[src/rtl/pwm_pkg.sv]
// Shared definitions for the RGBW PWM frame sequencer.
//   DEF_NCH/DEF_DW/DEF_PW : default channel count, duty/counter width, prescaler width
//   pwmState_e             : sequencer FSM states
//   CH_R..CH_W             : channel index constants
//   chIdxWidth()           : width of a channel index for a given channel count
package pwm_pkg;

   localparam int unsigned DEF_NCH = 4;
   localparam int unsigned DEF_DW  = 8;
   localparam int unsigned DEF_PW  = 8;

   localparam int unsigned CH_R = 0;
   localparam int unsigned CH_G = 1;
   localparam int unsigned CH_B = 2;
   localparam int unsigned CH_W = 3;

   typedef enum logic [1:0] {
      StIdle  = 2'b00,
      StRun   = 2'b01,
      StDrain = 2'b10
   } pwmState_e;

   // A single channel still needs a 1-bit index port.
   function automatic int unsigned chIdxWidth(input int unsigned n);
      return (n > 1) ? $clog2(n) : 1;
   endfunction

endpackage

[src/rtl/pwm_frame_sequencer_if.sv]
// Duty-write / commit bus between the command front end and the PWM sequencer.
//   wr_valid, wr_ch, wr_duty : single-cycle shadow duty write
//   commit                   : request shadow->active transfer at the next boundary
//   commit_pending           : transfer requested but not yet done
//   commit_ack               : one-cycle pulse after the transfer
// master = front end, slave = sequencer.
interface pwm_frame_sequencer_if #(
   parameter int unsigned NCH = pwm_pkg::DEF_NCH,
   parameter int unsigned DW  = pwm_pkg::DEF_DW
);
   localparam int unsigned CHW = pwm_pkg::chIdxWidth(NCH);

   logic           wr_valid;
   logic [CHW-1:0] wr_ch;
   logic [DW-1:0]  wr_duty;
   logic           commit;
   logic           commit_pending;
   logic           commit_ack;

   modport master (
      output wr_valid, wr_ch, wr_duty, commit,
      input  commit_pending, commit_ack
   );

   modport slave (
      input  wr_valid, wr_ch, wr_duty, commit,
      output commit_pending, commit_ack
   );

endinterface

[src/rtl/pwm_tick_gen.sv]
// Prescaler producing the PWM tick as a clock enable.
//   clk, reset : system clock, async active-low reset
//   run        : count only while high; counter held at 0 otherwise
//   prescAct   : active divider; one tick every prescAct+1 cycles
//   tick       : combinational enable, high on the last cycle of each divide interval
module pwm_tick_gen
   import pwm_pkg::*;
#(
   parameter int unsigned PW = DEF_PW
) (
   input  logic          clk,
   input  logic          reset,
   input  logic          run,
   input  logic [PW-1:0] prescAct,
   output logic          tick
);

   logic [PW-1:0] cnt;

   assign tick = run && (cnt == prescAct);

   always_ff @(posedge clk or negedge reset) begin
      if (!reset) begin
         cnt <= '0;
      end else if (!run || tick) begin
         cnt <= '0;
      end else begin
         cnt <= cnt + 1'b1;
      end
   end

endmodule

[src/rtl/pwm_frame_sequencer.sv]
// RGBW PWM frame sequencer: shared period counter, double-buffered duties and
// boundary-safe commit sequencing.
//   clk, reset   : system clock, async active-low reset
//   enable       : run when high; when low finish the current period then stop
//   presc        : tick divider, captured only when active duties are loaded
//   cmd          : duty write / commit bus (slave side)
//   period_start : one-cycle pulse at the start of each running period
//   running      : high while the period counter is live (RUN or DRAIN)
//   pwm_out      : registered per-channel PWM outputs
module pwm_frame_sequencer
   import pwm_pkg::*;
#(
   parameter int unsigned NCH = DEF_NCH,
   parameter int unsigned DW  = DEF_DW,
   parameter int unsigned PW  = DEF_PW
) (
   input  logic                  clk,
   input  logic                  reset,
   input  logic                  enable,
   input  logic [PW-1:0]         presc,
   pwm_frame_sequencer_if.slave  cmd,
   output logic                  period_start,
   output logic                  running,
   output logic [NCH-1:0]        pwm_out
);

   pwmState_e      state;
   pwmState_e      stateNext;
   logic           run;
   logic           tick;
   logic           boundary;
   logic           load;

   logic [PW-1:0]  prescAct;
   logic [DW-1:0]  pwmCnt;
   logic [DW-1:0]  shadow  [NCH];
   logic [DW-1:0]  dutyAct [NCH];
   logic           pendingQ;
   logic           ackQ;
   logic           periodStartQ;
   logic [NCH-1:0] pwmOutQ;

   assign run = (state != StIdle);

   pwm_tick_gen #(
      .PW (PW)
   ) u_tickGen (
      .clk      (clk),
      .reset    (reset),
      .run      (run),
      .prescAct (prescAct),
      .tick     (tick)
   );

   // Last tick of a period: the counter is about to wrap to 0.
   assign boundary = tick && (pwmCnt == {DW{1'b1}});

   always_comb begin
      stateNext = state;
      load      = 1'b0;
      case (state)
         StIdle: begin
            if (enable) begin
               stateNext = StRun;
               load      = 1'b1;
            end
         end
         StRun: begin
            if (boundary && pendingQ) begin
               load = 1'b1;
            end
            if (!enable) begin
               stateNext = StDrain;
            end
         end
         StDrain: begin
            // Re-enable wins so the pattern continues without a restart.
            if (enable) begin
               stateNext = StRun;
            end else if (boundary) begin
               stateNext = StIdle;
            end
         end
         default: stateNext = StIdle;
      endcase
   end

   always_ff @(posedge clk or negedge reset) begin
      if (!reset) begin
         state <= StIdle;
      end else begin
         state <= stateNext;
      end
   end

   always_ff @(posedge clk or negedge reset) begin
      if (!reset) begin
         pwmCnt <= '0;
      end else if (!run) begin
         pwmCnt <= '0;
      end else if (tick) begin
         pwmCnt <= pwmCnt + 1'b1;
      end
   end

   // The load reads the pre-write shadow; a same-cycle write lands in shadow only.
   always_ff @(posedge clk or negedge reset) begin
      if (!reset) begin
         for (int i = 0; i < NCH; i++) begin
            dutyAct[i] <= '0;
         end
         prescAct <= '0;
      end else if (load) begin
         dutyAct  <= shadow;
         prescAct <= presc;
      end
   end

   always_ff @(posedge clk or negedge reset) begin
      if (!reset) begin
         for (int i = 0; i < NCH; i++) begin
            shadow[i] <= '0;
         end
      end else if (cmd.wr_valid && (32'(cmd.wr_ch) < NCH)) begin
         shadow[cmd.wr_ch] <= cmd.wr_duty;
      end
   end

   // A commit arriving on the load cycle re-arms pending for the next boundary.
   always_ff @(posedge clk or negedge reset) begin
      if (!reset) begin
         pendingQ     <= 1'b0;
         ackQ         <= 1'b0;
         periodStartQ <= 1'b0;
      end else begin
         pendingQ     <= (pendingQ && !load) || cmd.commit;
         ackQ         <= load && pendingQ;
         periodStartQ <= ((state == StIdle) && enable) || (boundary && (stateNext != StIdle));
      end
   end

   always_ff @(posedge clk or negedge reset) begin
      if (!reset) begin
         pwmOutQ <= '0;
      end else begin
         for (int i = 0; i < NCH; i++) begin
            pwmOutQ[i] <= run && (pwmCnt < dutyAct[i]);
         end
      end
   end

   assign cmd.commit_pending = pendingQ;
   assign cmd.commit_ack     = ackQ;
   assign period_start       = periodStartQ;
   assign running            = run;
   assign pwm_out            = pwmOutQ;

endmodule

[src/flat_wrapper.sv]
// flat-port wrapper written by rule: the top's interface ports become plain ports
module pwm_frame_sequencer_flat import pwm_pkg::*;
#(
   parameter int unsigned NCH = DEF_NCH,
   parameter int unsigned DW  = DEF_DW,
   parameter int unsigned PW  = DEF_PW
)
  (clk, reset, enable, presc, period_start, running, pwm_out, cmd_wr_valid, cmd_wr_ch, cmd_wr_duty, cmd_commit, cmd_commit_pending, cmd_commit_ack);
  pwm_frame_sequencer_if #(.NCH(NCH), .DW(DW)) cmd_i ();
  input  logic clk;
  input  logic reset;
  input  logic enable;
  input  logic [PW-1:0] presc;
  output logic period_start;
  output logic running;
  output logic [NCH-1:0] pwm_out;
  input wire logic [$bits(cmd_i.wr_valid)-1:0] cmd_wr_valid;
  input wire logic [$bits(cmd_i.wr_ch)-1:0] cmd_wr_ch;
  input wire logic [$bits(cmd_i.wr_duty)-1:0] cmd_wr_duty;
  input wire logic [$bits(cmd_i.commit)-1:0] cmd_commit;
  output wire logic [$bits(cmd_i.commit_pending)-1:0] cmd_commit_pending;
  output wire logic [$bits(cmd_i.commit_ack)-1:0] cmd_commit_ack;
  assign cmd_i.wr_valid = cmd_wr_valid;
  assign cmd_i.wr_ch = cmd_wr_ch;
  assign cmd_i.wr_duty = cmd_wr_duty;
  assign cmd_i.commit = cmd_commit;
  assign cmd_commit_pending = cmd_i.commit_pending;
  assign cmd_commit_ack = cmd_i.commit_ack;
  pwm_frame_sequencer #(.NCH(NCH), .DW(DW), .PW(PW)) u_core (.clk(clk), .reset(reset), .enable(enable), .presc(presc), .cmd(cmd_i), .period_start(period_start), .running(running), .pwm_out(pwm_out));
endmodule
[config.mk]
export PLATFORM = sky130hd
export DESIGN_NAME = pwm_frame_sequencer_flat
export DESIGN_NICKNAME = d
export VERILOG_FILES = /design/src/rtl/pwm_pkg.sv /design/src/rtl/pwm_frame_sequencer_if.sv /design/src/rtl/pwm_tick_gen.sv /design/src/rtl/pwm_frame_sequencer.sv /design/src/flat_wrapper.sv
export SDC_FILE = /design/constraint.sdc
export NUM_CORES = 1
export LEC_CHECK = 0
export BUFFER_PORTS_ARGS = -buffer_cell sky130_fd_sc_hd__buf_4
export CAP_MARGIN = 20
export CORE_UTILIZATION = 45
export CTS_CLUSTER_DIAMETER = 80
export DETAILED_ROUTE_END_ITERATION = 6
export GPL_TIMING_DRIVEN = 0
export PLACE_DENSITY_LB_ADDON = 0.1
export SYNTH_ARGS = -nofsm -noshare
export SYNTH_HDL_FRONTEND = slang
export SYNTH_SLANG_ARGS = --single-unit
export TNS_END_PERCENT = 30
[constraint.sdc]
create_clock -name clk -period 4.6 [get_ports clk]
set_clock_uncertainty 0.15 [all_clocks]
set_input_delay 0.92 -clock clk [delete_from_list [all_inputs] [get_ports clk]]
set_output_delay 0.92 -clock clk [all_outputs]
set_load 0.03 [all_outputs]
======== Word-level counts from Yosys, hierarchy flattened ========
Index checks and enable logic that the tools add are counted.
storage, ports and cells
  flip-flop bits (word level) ............. 97
  bits in latches ......................... 0
  RAM bits ................................ 0
  memory bits (read-only) ................. 0
  bits of input ports ..................... 23
  output and inout port bits .............. 8
  logic and storage cells ................. 64
  memories kept ........................... 0
cells by class
  $add $sub $neg .......................... 2
  multipliers ............................. 0
  div/mod/pow operators ................... 0
  order comparisons ....................... 6
  equality and inequality tests ........... 5
  shifts and indexed selects .............. 0
  muxes and demuxes ....................... 14
  bitwise operators ....................... 1
  reduce and logical (&&, ||, !) cells .... 20
operators by type and width
  cell                 number
  $bwmux 32            1
  $lt 8x8->1           4
  $mux 8               4
  $add 8x1->8 const B  2
  $demux 8 s2          1
  $logic_and 1x1->1    12
  $eq 8x8->1           1
  $eq 8x8->1 const B   1
  $mux 2               4
  $pmux 2 s3           1
  $reduce_bool 2->1    2
  $ge 3x3->1 const B   1
  $logic_or 1x1->1     3
  $lt 3x1->1 const B   1
  $not 2->3            1
  $eq 2x1->1 const B   1
  $eq 2x2->1 const B   1
  $logic_not 1->1      2
  $logic_not 2->1      1
  $mux 1               2
  $ne 2x2->1 const B   1
  $pmux 1 s2           1

======== Depth between registers and ports, before layout ========
  depth after elaboration ................. 9
  depth in mapped cells ................... 6
  mapped depth without buffers ............ 6

======== Modules after synthesis ========
From an unflattened synthesis, not the netlist that was laid out.
unflattened totals
  cell total of the unflattened synthesis .. 485
  area, all modules ....................... 5576.6 µm²
modules (own cells, without submodules)
  module               instances  cells each  area an instance (µm²)  sequential area each (µm²)
  pwm_frame_sequencer  1          439         5076.1                  2227.1
  pwm_tick_gen         1          46          500.5                   200.2

======== Least setup slack after synthesis ========
Ideal clock, no wire load.
  path kind ............................... register to register
  from .................................... register u_core.u_tickGen.cnt[3]
  to ...................................... register u_core.dutyAct[0] in the netlist's numbering
  data arrival time ....................... 1914 ps
  slack ................................... 2411 ps
  stages on the path, launching flop included .. 7
  buffers on the path ..................... 1
  clock period less this slack ............ 2189 ps
  cell sequence ........................... dfrtp_1 xor2_1 nor4_2 nand3_2 o21a_4 buf_12 mux2_4
on the way
  word-level cells in the longest chain between the ends .. 6
RTL lines
  what                      line                        source
  start: declaration        pwm_tick_gen.sv:18          logic [PW-1:0] cnt;
  start signal: assignment  pwm_tick_gen.sv:28          cnt <= cnt + 1'b1;
  $eq 8x8->1                pwm_tick_gen.sv:20          assign tick = run && (cnt == prescAct);
  $logic_and 1x1->1         pwm_tick_gen.sv:20
  $logic_and 1x1->1         pwm_frame_sequencer.sv:56   assign boundary = tick && (pwmCnt == {DW{1'b1}});
  $logic_and 1x1->1         pwm_frame_sequencer.sv:69   if (boundary && pendingQ) begin
  $mux 1                    pwm_frame_sequencer.sv:69
  $pmux 1 s2                pwm_frame_sequencer.sv:61   case (state)
  end signal: assignment    pwm_frame_sequencer.sv:114  dutyAct <= shadow;
  end: declaration          pwm_frame_sequencer.sv:37   logic [DW-1:0] dutyAct [NCH];
Every way passes these cells.
A chain may end at the register's enable or synchronous reset.

======== Worst setup path after layout ========
  from .................................... register u_core.u_tickGen.cnt[0]
  to ...................................... register u_core.dutyAct[19] in the netlist's numbering
Same word-level chain as after synthesis.

==> results.md <==
* Number of buffers created by CTS at 9
* Sw Share at 0.2879
* Initial antenna violation count at 0
* Cells after Synth at around 360
* Register share of total power at 0.508
* Congestion Overflow GR at 0
* PortBufs at 30
* Io pins at 31
* DP Wirelength at roughly 6.3 mm
* Clk buf depth at 2
* Seq/Total Area, Yosys at 0.5079
* First-pass detailed-route iteration total at 4
* Post-synth top area share at 0.5079
* Worst setup endpoint: u_core.dutyAct[19]$_DFFE_PN0P_
* Clock Latency Late Sink at roughly 0.36 ns
* P&R area growth vs syn at 12.91%
* # DRC at 0
* First-pass GRT wire length at 15.07 mm
* Max-cap violations at 0
* P_sw at between 600 and 700 uW
* PwrDens at 416.9 mW/mm^2
* Synth area leader: dfrtp_1
* Synthesized area at ~0.0048 mm^2
* Post-CTS Hold Buffers at 0
* Pin count of the biggest net entering global routing at 54
* Die area at ~0.011 mm^2
* Die width at 105.1 um
* Kind of start point of the critical path: flop
* Worst Setup End Kind: flop
* Critical setup path kind: reg -> reg
* Worst Path Arrival at ~2.7 ns
* Hold Crit Depth at 1
* Vias in the first global route at approximately 2,900
* Tot GR Track Use at 0.1804
* Worst-Margin Slew at between 0.9 and 1 ns
* Outcome: finished, final reports clean
* Post-layout min period at approximately 2.6 ns
* Clock tree sinks at a little under 100
* Post-CTS Setup Inserts at 0
* Remaining antenna violation count at 0
* Synth warn at 0
* Synth async-reset ratio at 1.000
* EDFF count, synth at 0
* CTS tree: done
* Nets@finish at approximately 450
* Period utilization at 0.5580
* Commonest cells post-synth: dfrtp_1 (97), mux2_4 (40), mux2_2 (32)
* Antenna diode count at 0
* Post-Route WL at between 8 and 9 mm
* Post-synth cell types at slightly above 40
* Top post-synthesis cells by area: dfrtp_1 (51%), mux2_4 (13%), ha_1 (7.9%), mux2_2 (7.5%), xor2_1 (2.9%)
* WP data required at approximately 4.7 ns
* Max VDD drop at between 0.2 and 0.25 mV
* Core Box Area at slightly above 0.01 mm^2
* Clk root buf: clkbuf_8
* Static Leak at roughly 0.0028 uW
* FF-to-FF End: u_core.dutyAct[19]$_DFFE_PN0P_
* RSZ-0062 raised after global routing: no
* Chip height at 105.1 um
* Synth Register Bits at just under 100
* Register-to-Register Path Depth at 6
* Syn_nets at between 400 and 500
* Largest fanout on the critical path at 10
* DR vias/cell at about 5.2
* Most common cell in the netlist: dfrtp_1
* Place WS at between 2 and 2.5 ns
* Starting Density at 0.4630
* Pint at ~1600 uW
* Synth Flop Type: dfrtp_1
* Setup TNS at 0 ns
* Final Hold Vio Count at 0
* Fmax at 389.6 MHz
* Synthesized area per cell at 13.43 um^2
* Routed len/inst at 16.61 um
* Crit. Startpoint: u_core.u_tickGen.cnt[0]$_DFF_PN0_
* Worst-path clk slew at 0.09 ns
* Final setup viols at 0
* R2R setup slack at just over 2 ns
* Post_cts resized at 0
* Worst hold path type: reg -> reg
* DR iter-0 viols at 93
* Worst reg2reg startpoint: u_core.u_tickGen.cnt[0]$_DFF_PN0_
* Combinational share of power at 0.243
* Worst slew margin at 0.3916
* H-tree levels at 3
* Site row count at 37
* Slew Viols, Final at 0
* Layout cells sized above 1 at 0.3275
* Power share of the clock group at 0.249
* Setup slack after layout at a little over 2 ns
* Total number of vias at 2,780
* Routability cong. at 0.7699
==> critical path: stages (launching register included) <==
cell     delay, ns
dfrtp_1       0.45
xor2_1        0.17
nor4_2        0.71
nand3_2       0.18
o21a_4        0.31
buf_12        0.17
mux2_4        0.29
==> state kept, by name, summed over array words and instances (netlist names) <==
register,count
u_core.u_tickGen.cnt,8
u_core.pwm_out,4
u_core.state,2
u_core.cmd.commit_pending,1
u_core.period_start,1
u_core.prescAct,8
u_core.shadow,32
u_core.pwmCnt,8
u_core.dutyAct,32
u_core.cmd.commit_ack,1
==> power groups by stage <==
stage	clock network [uW]	registers [uW]	logic [uW]
after floorplan	0	1140	414
after global placement	0	1150	536
after detailed placement	0	1160	551
after CTS	580	1140	556
after global routing	612	1170	610
final	560	1140	547
==> layer usage <==
layer  GRT usage  part of all wire  up-vias
met4     0.05433            0.0089        0
met1      0.2548              0.51     1385
li1            -                 -     1349
met3     0.04180             0.029        6
met2      0.2758              0.46       40
met5           0                 0        -
==> metrics by stage <==
step	utilization	power (uW)	hold slack, ns	std cells	cell area (um^2)
floorplan	-	1550	0.3262	356	4780
global placement	0.5013	1691	0.3317	522	5175
detailed placement	0.5039	1710	0.3369	523	5202
CTS	0.5227	2279	0.3460	539	5396
global route	0.5227	2388	0.3687	539	5396
finish	0.5227	2250	0.3461	539	5396
==> layout by cell type (no fill, tap or decap), drive strengths merged, types with 2 or more instances in the layout <==
cell type  instances
dfrtp             97
mux2              72
buf               35
ha                30
inv               30
nor2              16
xor2              16
a21o              12
clkbuf            11
nand3             10
nand4              9
nand2              9
a21oi              6
nand2b             4
a211oi             4
clkinv             4
nor2b              3
o211a              3
and3               3
and2               3
nor4               2
and4               2
xnor2              2
a31oi              2
o31ai              2
or4                2
nand3b             2
nor3b              2
==> final cells by class <==
cell class              count  area (um^2)
repair buffers             31        252.7
well taps                 136        170.2
fillers                   904         4927
inverters                  29        108.9
plain buffers               6        87.58
clock inverters             7        70.07
clock buffers               9        123.9
flip-flops and latches     97         2427
multi-input cells         224         2156
==> worst min-delay path by stage <==
stage,start,endpoint,slack [ns]
after floorplan,u_core.shadow[0]$_DFFE_PN0P_,u_core.dutyAct[0]$_DFFE_PN0P_,0.33
after global placement,u_core.shadow[0]$_DFFE_PN0P_,u_core.dutyAct[0]$_DFFE_PN0P_,0.33
after detailed placement,u_core.shadow[1]$_DFFE_PN0P_,u_core.dutyAct[1]$_DFFE_PN0P_,0.34
after CTS,u_core.shadow[3]$_DFFE_PN0P_,u_core.dutyAct[3]$_DFFE_PN0P_,0.35
after global routing,u_core.shadow[15]$_DFFE_PN0P_,u_core.dutyAct[15]$_DFFE_PN0P_,0.37
final,u_core.shadow[3]$_DFFE_PN0P_,u_core.dutyAct[3]$_DFFE_PN0P_,0.35
==> cells by family after synthesis <==
group                      after synthesis  share of synthesized area
AOI/OAI and AO/OA                       35                    0.05497
muxes                                   73                     0.2031
adders and majority gates               30                    0.07853
xor gates and xnor gates                18                    0.03298
buffers and inverters                   35                    0.04110
DFF                                     97                     0.5079
and+or+nand+nor                         68                    0.08141
No activity file was read; power rests on OpenSTA's default activity.
